File: config.mk
export PLATFORM = sky130hd
export DESIGN_NAME = pipeline_controller
export DESIGN_NICKNAME = d
export VERILOG_FILES = /design/src/rtl/pipeline_pkg.sv /design/src/rtl/hazard_detect.sv /design/src/rtl/pipeline_controller.sv
export SDC_FILE = /design/constraint.sdc
export NUM_CORES = 1
export LEC_CHECK = 0
export CAP_MARGIN = 30
export CORE_MARGIN = 5
export CORE_UTILIZATION = 29
export DETAILED_ROUTE_END_ITERATION = 8
export MAX_ROUTING_LAYER = met4
export PLACE_DENSITY_LB_ADDON = 0.25
export REMOVE_ABC_BUFFERS = 1
export SLEW_MARGIN = 20
export SYNTH_ARGS = -nofsm -noshare
export SYNTH_HDL_FRONTEND = slang
export SYNTH_SLANG_ARGS = --single-unit
File: constraint.sdc
create_clock -name clk -period 2.5 [get_ports clk]
set_input_delay 0.625 -clock clk [delete_from_list [all_inputs] [get_ports clk]]
set_output_delay 0.625 -clock clk [all_outputs]
set_load 0.005 [all_outputs]
File: src/rtl/pipeline_pkg.sv
// Shared types and constants for the 5-stage core pipeline control.
// Contents: controller state encoding, register address width, and the
// all-zero control word loaded into a pipeline register when it is flushed.
package pipeline_pkg;

    localparam int unsigned REG_ADDR_W = 5;

    typedef enum logic [1:0] {
        RUN        = 2'd0,
        LOAD_STALL = 2'd1,
        MC_WAIT    = 2'd2
    } ctrl_state_t;

    // Control fields carried by each pipeline register; a bubble clears both
    // architectural side effects.
    typedef struct packed {
        logic reg_wr_en;
        logic ram_wr_en;
    } stage_ctrl_t;

    localparam stage_ctrl_t BUBBLE_CTRL = '0;

endpackage

File: src/rtl/hazard_detect.sv
// Combinational load-use comparator.
// Ports:
//   id_rs1_address/id_rs2_address  source registers of the instruction in ID
//   id_rs1_used/id_rs2_used        ID instruction actually reads that source
//   ex_rd_address                  destination of the instruction in EX
//   ex_is_load                     EX instruction is a register-writing load
//   load_use_c                     ID must wait for the load result
module hazard_detect
    import pipeline_pkg::*;
#(
    parameter int unsigned ADDR_W = REG_ADDR_W
) (
    input  logic [ADDR_W-1:0] id_rs1_address,
    input  logic [ADDR_W-1:0] id_rs2_address,
    input  logic              id_rs1_used,
    input  logic              id_rs2_used,
    input  logic [ADDR_W-1:0] ex_rd_address,
    input  logic              ex_is_load,
    output logic              load_use_c
);

    logic rs1_match_c;
    logic rs2_match_c;

    assign rs1_match_c = id_rs1_used && (id_rs1_address == ex_rd_address);
    assign rs2_match_c = id_rs2_used && (id_rs2_address == ex_rd_address);

    // x0 is hard-wired zero, so a load targeting it never creates a dependency.
    assign load_use_c = ex_is_load && (ex_rd_address != '0) && (rs1_match_c || rs2_match_c);

endmodule

File: src/rtl/pipeline_controller.sv
// Stall/flush sequencer for the 5-stage core.
// Ports:
//   clk, reset_n                   clock, asynchronous active-low reset
//   id_*, ex_rd_address, ex_is_load  load-use hazard inputs
//   ex_redirect                    taken branch/jump resolved in EX
//   mc_start, mc_done              multi-cycle unit handshake in EX
//   stall_cnt_clr                  synchronous clear of stall_cycles
//   *_wr_en                        PC and pipeline register write enables
//   *_flush                        load a bubble instead of the stage input
//   ctrl_state                     current FSM state (debug)
//   stall_cycles                   saturating count of cycles with PC held
module pipeline_controller
    import pipeline_pkg::*;
#(
    parameter int unsigned REG_ADDR_W        = pipeline_pkg::REG_ADDR_W,
    parameter int unsigned LOAD_STALL_CYCLES = 1
) (
    input  logic                  clk,
    input  logic                  reset_n,
    input  logic [REG_ADDR_W-1:0] id_rs1_address,
    input  logic [REG_ADDR_W-1:0] id_rs2_address,
    input  logic                  id_rs1_used,
    input  logic                  id_rs2_used,
    input  logic [REG_ADDR_W-1:0] ex_rd_address,
    input  logic                  ex_is_load,
    input  logic                  ex_redirect,
    input  logic                  mc_start,
    input  logic                  mc_done,
    input  logic                  stall_cnt_clr,
    output logic                  pc_wr_en,
    output logic                  if_id_wr_en,
    output logic                  id_ex_wr_en,
    output logic                  ex_mem_wr_en,
    output logic                  mem_wb_wr_en,
    output logic                  if_id_flush,
    output logic                  id_ex_flush,
    output logic                  ex_mem_flush,
    output logic [1:0]            ctrl_state,
    output logic [31:0]           stall_cycles
);

    localparam int unsigned CNT_W = 3;
    localparam logic [CNT_W-1:0] LOAD_CNT_INIT = CNT_W'(LOAD_STALL_CYCLES - 1);

    ctrl_state_t      state_q, state_d;
    logic [CNT_W-1:0] cnt_q, cnt_d;
    logic [31:0]      stall_cycles_q, stall_cycles_d;
    logic             load_use_c;
    logic             mc_hold_c;

    hazard_detect #(
        .ADDR_W (REG_ADDR_W)
    ) u_hazard_detect (
        .id_rs1_address (id_rs1_address),
        .id_rs2_address (id_rs2_address),
        .id_rs1_used    (id_rs1_used),
        .id_rs2_used    (id_rs2_used),
        .ex_rd_address  (ex_rd_address),
        .ex_is_load     (ex_is_load),
        .load_use_c     (load_use_c)
    );

    assign mc_hold_c = mc_start && !mc_done;

    // State, load-stall countdown and performance counter.
    always_ff @(posedge clk or negedge reset_n) begin
        if (!reset_n) begin
            state_q        <= RUN;
            cnt_q          <= '0;
            stall_cycles_q <= '0;
        end else begin
            state_q        <= state_d;
            cnt_q          <= cnt_d;
            stall_cycles_q <= stall_cycles_d;
        end
    end

    // Next-state, countdown and counter update.
    always_comb begin
        state_d        = state_q;
        cnt_d          = cnt_q;
        stall_cycles_d = stall_cycles_q;

        case (state_q)
            RUN: begin
                if (mc_hold_c) begin
                    state_d = MC_WAIT;
                end else if (ex_redirect) begin
                    state_d = RUN;
                end else if (load_use_c) begin
                    // The first stall cycle is spent here in RUN.
                    cnt_d = LOAD_CNT_INIT;
                    if (LOAD_CNT_INIT != '0) begin
                        state_d = LOAD_STALL;
                    end
                end
            end
            LOAD_STALL: begin
                cnt_d = cnt_q - CNT_W'(1);
                if (cnt_q <= CNT_W'(1)) begin
                    state_d = RUN;
                end
            end
            MC_WAIT: begin
                if (mc_done) begin
                    state_d = RUN;
                end
            end
            default: begin
                state_d = RUN;
            end
        endcase

        if (stall_cnt_clr) begin
            stall_cycles_d = '0;
        end else if (!pc_wr_en && (stall_cycles_q != 32'hFFFF_FFFF)) begin
            stall_cycles_d = stall_cycles_q + 32'd1;
        end
    end

    // Enable/flush decode; everything frozen while reset is held.
    always_comb begin
        pc_wr_en     = 1'b1;
        if_id_wr_en  = 1'b1;
        id_ex_wr_en  = 1'b1;
        ex_mem_wr_en = 1'b1;
        mem_wb_wr_en = 1'b1;
        if_id_flush  = 1'b0;
        id_ex_flush  = 1'b0;
        ex_mem_flush = 1'b0;

        if (!reset_n) begin
            pc_wr_en     = 1'b0;
            if_id_wr_en  = 1'b0;
            id_ex_wr_en  = 1'b0;
            ex_mem_wr_en = 1'b0;
            mem_wb_wr_en = 1'b0;
        end else begin
            case (state_q)
                RUN: begin
                    if (mc_hold_c) begin
                        pc_wr_en     = 1'b0;
                        if_id_wr_en  = 1'b0;
                        id_ex_wr_en  = 1'b0;
                        ex_mem_flush = 1'b1;
                    end else if (ex_redirect) begin
                        // Wrong-path instructions in IF/ID and ID/EX are squashed.
                        if_id_flush = 1'b1;
                        id_ex_flush = 1'b1;
                    end else if (load_use_c) begin
                        pc_wr_en    = 1'b0;
                        if_id_wr_en = 1'b0;
                        id_ex_flush = 1'b1;
                    end
                end
                LOAD_STALL: begin
                    pc_wr_en    = 1'b0;
                    if_id_wr_en = 1'b0;
                    id_ex_flush = 1'b1;
                end
                MC_WAIT: begin
                    if (!mc_done) begin
                        pc_wr_en     = 1'b0;
                        if_id_wr_en  = 1'b0;
                        id_ex_wr_en  = 1'b0;
                        ex_mem_flush = 1'b1;
                    end
                end
                default: begin
                end
            endcase
        end
    end

    assign ctrl_state   = state_q;
    assign stall_cycles = stall_cycles_q;

endmodule

==> results of run 1 <==
==> layer usage <==
metal	part of all wire (%)	vias up
met5	0	-
met4	1.4	0
li1	-	1053
met1	47	1034
met3	4.2	8
met2	47	51
==> synthesized netlist by cell type, types with 3 or more instances <==
cell type / number / area [µm²]
a21oi_1: 25 / 125
and2_1: 4 / 25.0
and3_1: 3 / 18.8
buf_2: 3 / 15.0
buf_4: 6 / 45.0
buf_6: 3 / 33.8
clkbuf_1: 5 / 18.8
dfrtp_1: 33 / 826
inv_1: 6 / 22.5
mux2_4: 6 / 90.1
nand2_1: 14 / 52.6
nand3_1: 17 / 85.1
nand4_1: 6 / 37.5
nor2_1: 13 / 48.8
nor2b_1: 7 / 43.8
nor3_1: 3 / 15.0
nor4_1: 6 / 37.5
o21ai_1: 8 / 40.0
o31ai_1: 16 / 120
or3_1: 6 / 37.5
or4_1: 18 / 135
xnor2_1: 10 / 87.6
==> final timing paths <==
kind / from / endpoint / slack, ps / depth (start not counted)
worst min register to register: stall_cycles[14] / stall_cycles[14] / 580 / 2
worst min-delay path: reset_n / ctrl_state[1] / 130 / 1
min in group clk: stall_cycles[14] / stall_cycles[14] / 580 / 2
worst max-delay path: ex_rd_address[4] / pc_wr_en / -30 / 8
worst max register to register: stall_cycles[0] / stall_cycles[14] / 250 / 6
max in group asynchronous: reset_n / stall_cycles[1] / 1650 / 3
==> power by group through the flow <==
stage / Sequential (mW) / Clock [mW] / Combinational, mW
6_report: 0.547 / 0.394 / 0.176
5_1_grt: 0.547 / 0.429 / 0.194
4_1_cts: 0.547 / 0.410 / 0.176
3_5_place_dp: 0.556 / 0 / 0.171
3_3_place_gp: 0.556 / 0 / 0.169
2_1_floorplan: 0.555 / 0 / 0.0520
==> cells by family (layout without fill, tap and decap cells) <==
group | after synthesis | after routing | synth area share [%]
AND/OR/NAND/NOR | 110 | 110 | 30.4
AO/OA/AOI/OAI | 56 | 56 | 16.0
flip-flops | 33 | 33 | 37.7
buffers and inverters | 24 | 97 | 6.56
XOR/XNOR | 10 | 10 | 4.00
multiplexers | 7 | 7 | 4.62
adder cells (fa/ha/maj) | 1 | 1 | 0.571
other | 1 | 1 | 0.171
==> stage by stage <==
step / power [mW] / setup slack, ps
after detailed placement: 0.727 / -717
after floorplan: 0.607 / -239
after global placement: 0.725 / -716
after global routing: 1.17 / -77.8
final: 1.12 / -26.0
after CTS: 1.13 / -38.0
==> repair_timing <==
action,in CTS,in global routing
pin swaps,10,8
endpoints found under the setup margin,36,22
resized for setup,48,16
buffers inserted,3,0
==> cell type report <==
class | instances | area share [%]
clock buffers | 6 | 2.28
inverters | 7 | 0.981
clock inverters | 2 | 0.314
well taps | 99 | 3.88
repair buffers | 82 | 24.8
multi-input cells | 185 | 41.8
flip-flops and latches | 33 | 25.9
==> registers in the layout (all words and copies together), names as in the netlist <==
signal        flops
stall_cycles     32
ctrl_state        1
==> cell usage in the layout (no fill, tap or decap), types with 4 or more instances in the layout <==
master / n
a21oi_1: 25
and2_1: 4
buf_2: 4
buf_4: 15
buf_6: 4
clkbuf_8: 5
clkdlybuf4s50_1: 41
dfrtp_1: 33
dlygate4sd2_1: 7
dlymetal6s2s_1: 7
inv_1: 6
mux2_4: 6
nand2_1: 14
nand3_1: 17
nand4_1: 6
nor2_1: 12
nor2b_1: 7
o21ai_1: 7
o31ai_1: 16
or3_1: 6
or4_1: 17
xnor2_1: 9
==> run metrics, run 1 <==
Critical Path RT=1880 ps; Root Driver=clkbuf_8; Layout area overhead=45.5%; Reg clk slew, reported paths=70 ps; crit path capture type=output pin; HP Class=in2async; unrepaired setup endpoints after global routing=true; Ys Warns=0; leakage=1.24 nW; CTS tree=done; Diodes inserted=0; Final Cycle Share=101%; Worst-Skew Late Latency=280 ps; antenna violations before repair=0; #FFs+latches synth=33; Slew Viols, Final=0; Async SR Flop Fraction=100%; port bufs=64; NetSw=0.296 mW; number of enable flip-flop cells after synthesis=0; GR Util All Layers=13.4%; failing checks=setup timing; Yosys cell types=43; Final ANT Viol Nets=0; sequential share of power=49.0%; Total Neg Setup Slack=-50.6 ps; Post-DP HPWL=4330 µm; Sequential Area=826 µm²; Most used DFF post-synth=dfrtp_1; Gate power share=15.8%; cell chain of the critical path=buf_6 > or4_4 > o21ai_2 > buf_4 > nor3_2 > a21o_4 > inv_6 > buf_6; Max Root-Sink Buffers=2; total grt overflow=0; most used routing layer=met2; Die Span X=96.9 µm; Multi-input gate area=1330 µm²; clock network power share=35.3%; Avg Inst Size Synth=9.06 µm²; CP peak stage delay=520 ps; vias in the first global route=2,073; layout cell share with drive strength beyond 1=19.7%; Post-Synthesis Cells=242; Nets=339; initial DRC count=83; sinks on the clock net=33; Final Hold Viols=0; maximum vdd drop=0.000154 V; total core area=7290 µm²; Residual DRC=0; internal power=0.821 mW; final clock skew=4.32 ps; slowest CP cell=or4_4; delay-heaviest family, CP=simple AND/OR/NAND/NOR gates; GRT met2 Usage=20.3%; vias post-DR=2,146; sequential share of the synthesized area=37.7%; PwrDens=350 nW/µm²; GR Util met3=3.38%; Startpoint Class=input port; met1 Use GR=17.8%; fillcell total=749; CP max FO=3; placed inst area=2980 µm²; design area=3190 µm²; final core utilization=43.7%; Sw Share=26.5%; Final min period=2530 ps; CTS buffer count=5; die footprint=9400 µm²; most used cell, CP=buf_6; site row count=31; total wire length=6200 µm; max cap viols=0; H-tree Lvls=2; WP buf/inv=4; status=finished, violations left; DR pass1 iterations=4; Placer Congestion=0.804; cts hold-fix bufs=0; Crit Path Class=in2out; Post-Layout Cell Count=414; arrival time at the worst endpoint=1900 ps; setup ws final=-26.0 ps; Initial Utilization=30.1%; Highest Clock Rate=0.396 GHz; first-pass GRT wire length=10,400 µm; WL/cell=15.0 µm; synthesized area=2190 µm²; WHS=131 ps; Finish-stage setup viols=2; largest net degree at the start of global routing=54; I/O pins=66; Cells after DPL=403; Vert. Die Dim=96.9 µm; vias per inst=5.18
No activity file was read; power rests on OpenSTA's default activity.
==> inputs of run 2 (changes only) <==
--- a/config.mk
+++ b/config.mk
@@ -5,6 +5,7 @@
 export SDC_FILE = /design/constraint.sdc
 export NUM_CORES = 1
 export LEC_CHECK = 0
+export ABC_AREA = 1
 export CAP_MARGIN = 30
 export CORE_MARGIN = 5
 export CORE_UTILIZATION = 29
==> run metrics, run 2 <==
GRT met2 Usage=24.9% (was 20.3%); total core area=9280 µm² (was 7290 µm²); HP Class=in2async (unchanged); Nets=558 (was 339); Critical Path RT=1880 ps (about the same); final clock skew=8.50 ps (was 4.32 ps); design area=3640 µm² (was 3190 µm²); CTS tree=done (unchanged); Total Neg Setup Slack=0 ps (was -50.6 ps); setup ws final=89.4 ps (was -26.0 ps); WL/cell=12.1 µm (was 15.0 µm); reg2reg start=stall_cycles[0] (unchanged); CP Capture Point=id_ex_wr_en (was pc_wr_en); commonest non-fill, non-tap cells in the layout=163 x nand2_1, 69 x inv_1, 64 x nor2_1 (was 41 x clkdlybuf4s50_1, 33 x dfrtp_1, 25 x a21oi_1); I/O pins=66 (unchanged); Final min period=2410 ps (was 2530 ps); Async SR Flop Fraction=100% (unchanged); largest net degree at the start of global routing=65 (was 54); vias in the first global route=2,818 (was 2,073); Ys Warns=0 (unchanged); Yosys top cell area share=29.8% (was 37.7%); Startpoint Class=input port (unchanged); Root Driver=clkbuf_8 (unchanged); site row count=35 (was 31); unrepaired setup endpoints after global routing=false (was true); most used routing layer=met2 (unchanged); commonest non-fill, non-tap cell in the layout=nand2_1 (was clkdlybuf4s50_1); Slew Viols, Final=0 (unchanged); Worst R2R Path Depth=10 (was 6); vias post-DR=2,999 (was 2,146); Reg-to-Reg End=stall_cycles[10] (was stall_cycles[14]); Residual DRC=0 (unchanged); CTS buffer count=5 (unchanged); Diodes inserted=0 (unchanged); antenna violations before repair=0 (unchanged); Layout area overhead=31.5% (was 45.5%); Synth area leaders=dfrtp_1 30%, nand2_1 22%, inv_1 9.8% (was dfrtp_1 38%, or4_1 6.2%, a21oi_1 5.7%); Highest Clock Rate=0.415 GHz (was 0.396 GHz); PwrDens=311 nW/µm² (was 350 nW/µm²); vias per inst=4.53 (was 5.18); status=finished, final reports clean (was finished, violations left); Initial Utilization=29.8% (was 30.1%); sequential share of the synthesized area=29.8% (was 37.7%); largest area contributor in the netlist=dfrtp_1 (unchanged); Crit Path Class=in2out (unchanged); synthesized area=2770 µm² (was 2190 µm²); Vert. Die Dim=108 µm (was 96.9 µm); Setup crit start=mc_start (was ex_rd_address[4]); total grt overflow=0 (unchanged); leakage=1.91 nW (was 1.24 nW); H-tree Lvls=2 (unchanged); Die Span X=108 µm (was 96.9 µm); pre-CTS WS=-385 ps (was -717 ps); port bufs=64 (unchanged); #FFs+latches synth=33 (unchanged); layout cell share with drive strength beyond 1=6.75% (was 19.7%); die footprint=11,600 µm² (was 9400 µm²); Post-Synthesis Cells=468 (was 242); GR Util met3=2.34% (was 3.38%); placed inst area=3550 µm² (was 2980 µm²); max cap viols=0 (unchanged); number of enable flip-flop cells after synthesis=0 (unchanged); Final Hold Viols=0 (unchanged); Max Root-Sink Buffers=2 (unchanged); initial DRC count=146 (was 83); GR Util All Layers=14.7% (was 13.4%); Worst-Skew Late Latency=290 ps (was 280 ps); Largest register FFs=32 (unchanged); Avg Inst Size Synth=5.92 µm² (was 9.06 µm²); maximum vdd drop=0.000182 V (was 0.000154 V); Post-Layout Cell Count=662 (was 414); reg2reg setup slack=420 ps (was 250 ps); Reg clk slew, reported paths=70 ps (about the same); arrival time at the worst endpoint=1790 ps (was 1900 ps); Final ANT Viol Nets=0 (unchanged); Placer Congestion=0.929 (was 0.804); synth cell count leaders=165 x nand2_1, 72 x inv_1, 64 x nor2_1 (was 33 x dfrtp_1, 25 x a21oi_1, 18 x or4_1); most common cell in the synthesized netlist=nand2_1 (was dfrtp_1); total wire length=7980 µm (was 6200 µm); Final Cycle Share=96.4% (was 101%); CP max FO=3 (unchanged); sinks on the clock net=33 (unchanged); Cells after DPL=653 (was 403); Post-DP HPWL=6190 µm (was 4330 µm); Most used DFF post-synth=dfrtp_1 (unchanged); DR pass1 iterations=4 (unchanged); met1 Use GR=18.2% (was 17.8%); Finish-stage setup viols=0 (was 2); first-pass GRT wire length=13,500 µm (was 10,400 µm); Yosys cell types=24 (was 43); crit path capture type=output pin (unchanged)
## run 2: cell count changes in the layout (fill, tap and decap cells not counted), sizes merged, moves of 8 or more
cell         delta
nand2         +152
inv            +66
nor2           +53
nand3          +37
nand4          +25
a21oi          -23
or4            -18
o31ai          -16
buf            -11
xor2           +11
dlygate4sd2    +10
o21ai           -8
## run 2: power breakdown
| group | switching [mW] | internal [mW] | total, mW |
|---|---|---|---|
| sequential | 0.00829 | 0.539 | 0.547 |
| clock | 0.196 | 0.219 | 0.414 |
| combinational | 0.0972 | 0.0758 | 0.173 |
| total | 0.301 | 0.833 | 1.13 |
## run 2: cell families (layout without fill, tap and decap cells)
family          after synthesis  in the layout  synth area share (%)
compound gates                3              3                 0.542
xor+xnor                     15             15                  4.74
fa+ha+maj                     1              1                 0.452
buf+inv                      92            157                  14.1
flops                        33             33                  29.8
other cells                   1              1                 0.135
simple gates                323            323                  50.2
## run 2: worst min-delay path by stage
stage | from | to | slack (ps)
finish | reset_n | stall_cycles[9] | 380
global route | reset_n | stall_cycles[15] | 440
floorplan | reset_n | ctrl_state[1] | 330
global placement | stall_cycles[1] | stall_cycles[1] | 560
detailed placement | stall_cycles[31] | stall_cycles[31] | 580
CTS | reset_n | stall_cycles[15] | 400
## run 2: worst max-delay path, stage by stage
cell and delay, ps:
clkdlybuf4s50_1 450, inv_1 50, a21oi_2 170, nor2_1 90, buf_4 130, dlygate4sd2_1 250
## run 2: repair_timing
action	CTS	global route
buffers inserted	4	0
pin swaps	6	6
setup endpoints to repair	6	35
resized for setup	26	9
hold buffers	0	0
## run 2: per-stage QoR
stage	total power, mW	hold slack (ps)	util [%]
global route	1.20	438	39.2
global placement	0.736	555	38.2
detailed placement	0.738	580	38.2
floorplan	0.624	329	-
CTS	1.16	397	39.3
finish	1.13	383	39.2
## run 2: area by class of cell
cell class / count / area, µm²
well taps: 129 / 161
inverters: 73 / 274
clock buffers: 7 / 86.3
fillers: 1055 / 5640
multi-input cells: 343 / 1570
flip-flops and latches: 33 / 826
repair buffers: 77 / 728
## run 2: per-layer routing
layer / vias to the layer above / wire length, µm / part of all wire (%)
met3: 7 / 303 / 3.8
met5: - / 0 / 0
li1: 1581 / - / -
met4: 0 / 104 / 1.3
met1: 1346 / 3730 / 47
met2: 65 / 3840 / 48
==> inputs of run 3 (changes only) <==
--- a/config.mk
+++ b/config.mk
@@ -6,7 +6,7 @@
 export NUM_CORES = 1
 export LEC_CHECK = 0
 export ABC_AREA = 1
-export CAP_MARGIN = 30
+export CAP_MARGIN = 20
 export CORE_MARGIN = 5
 export CORE_UTILIZATION = 29
 export DETAILED_ROUTE_END_ITERATION = 8
==> results of run 3 <==
The final DEF is identical to that of run 2; final timing and power are the same.
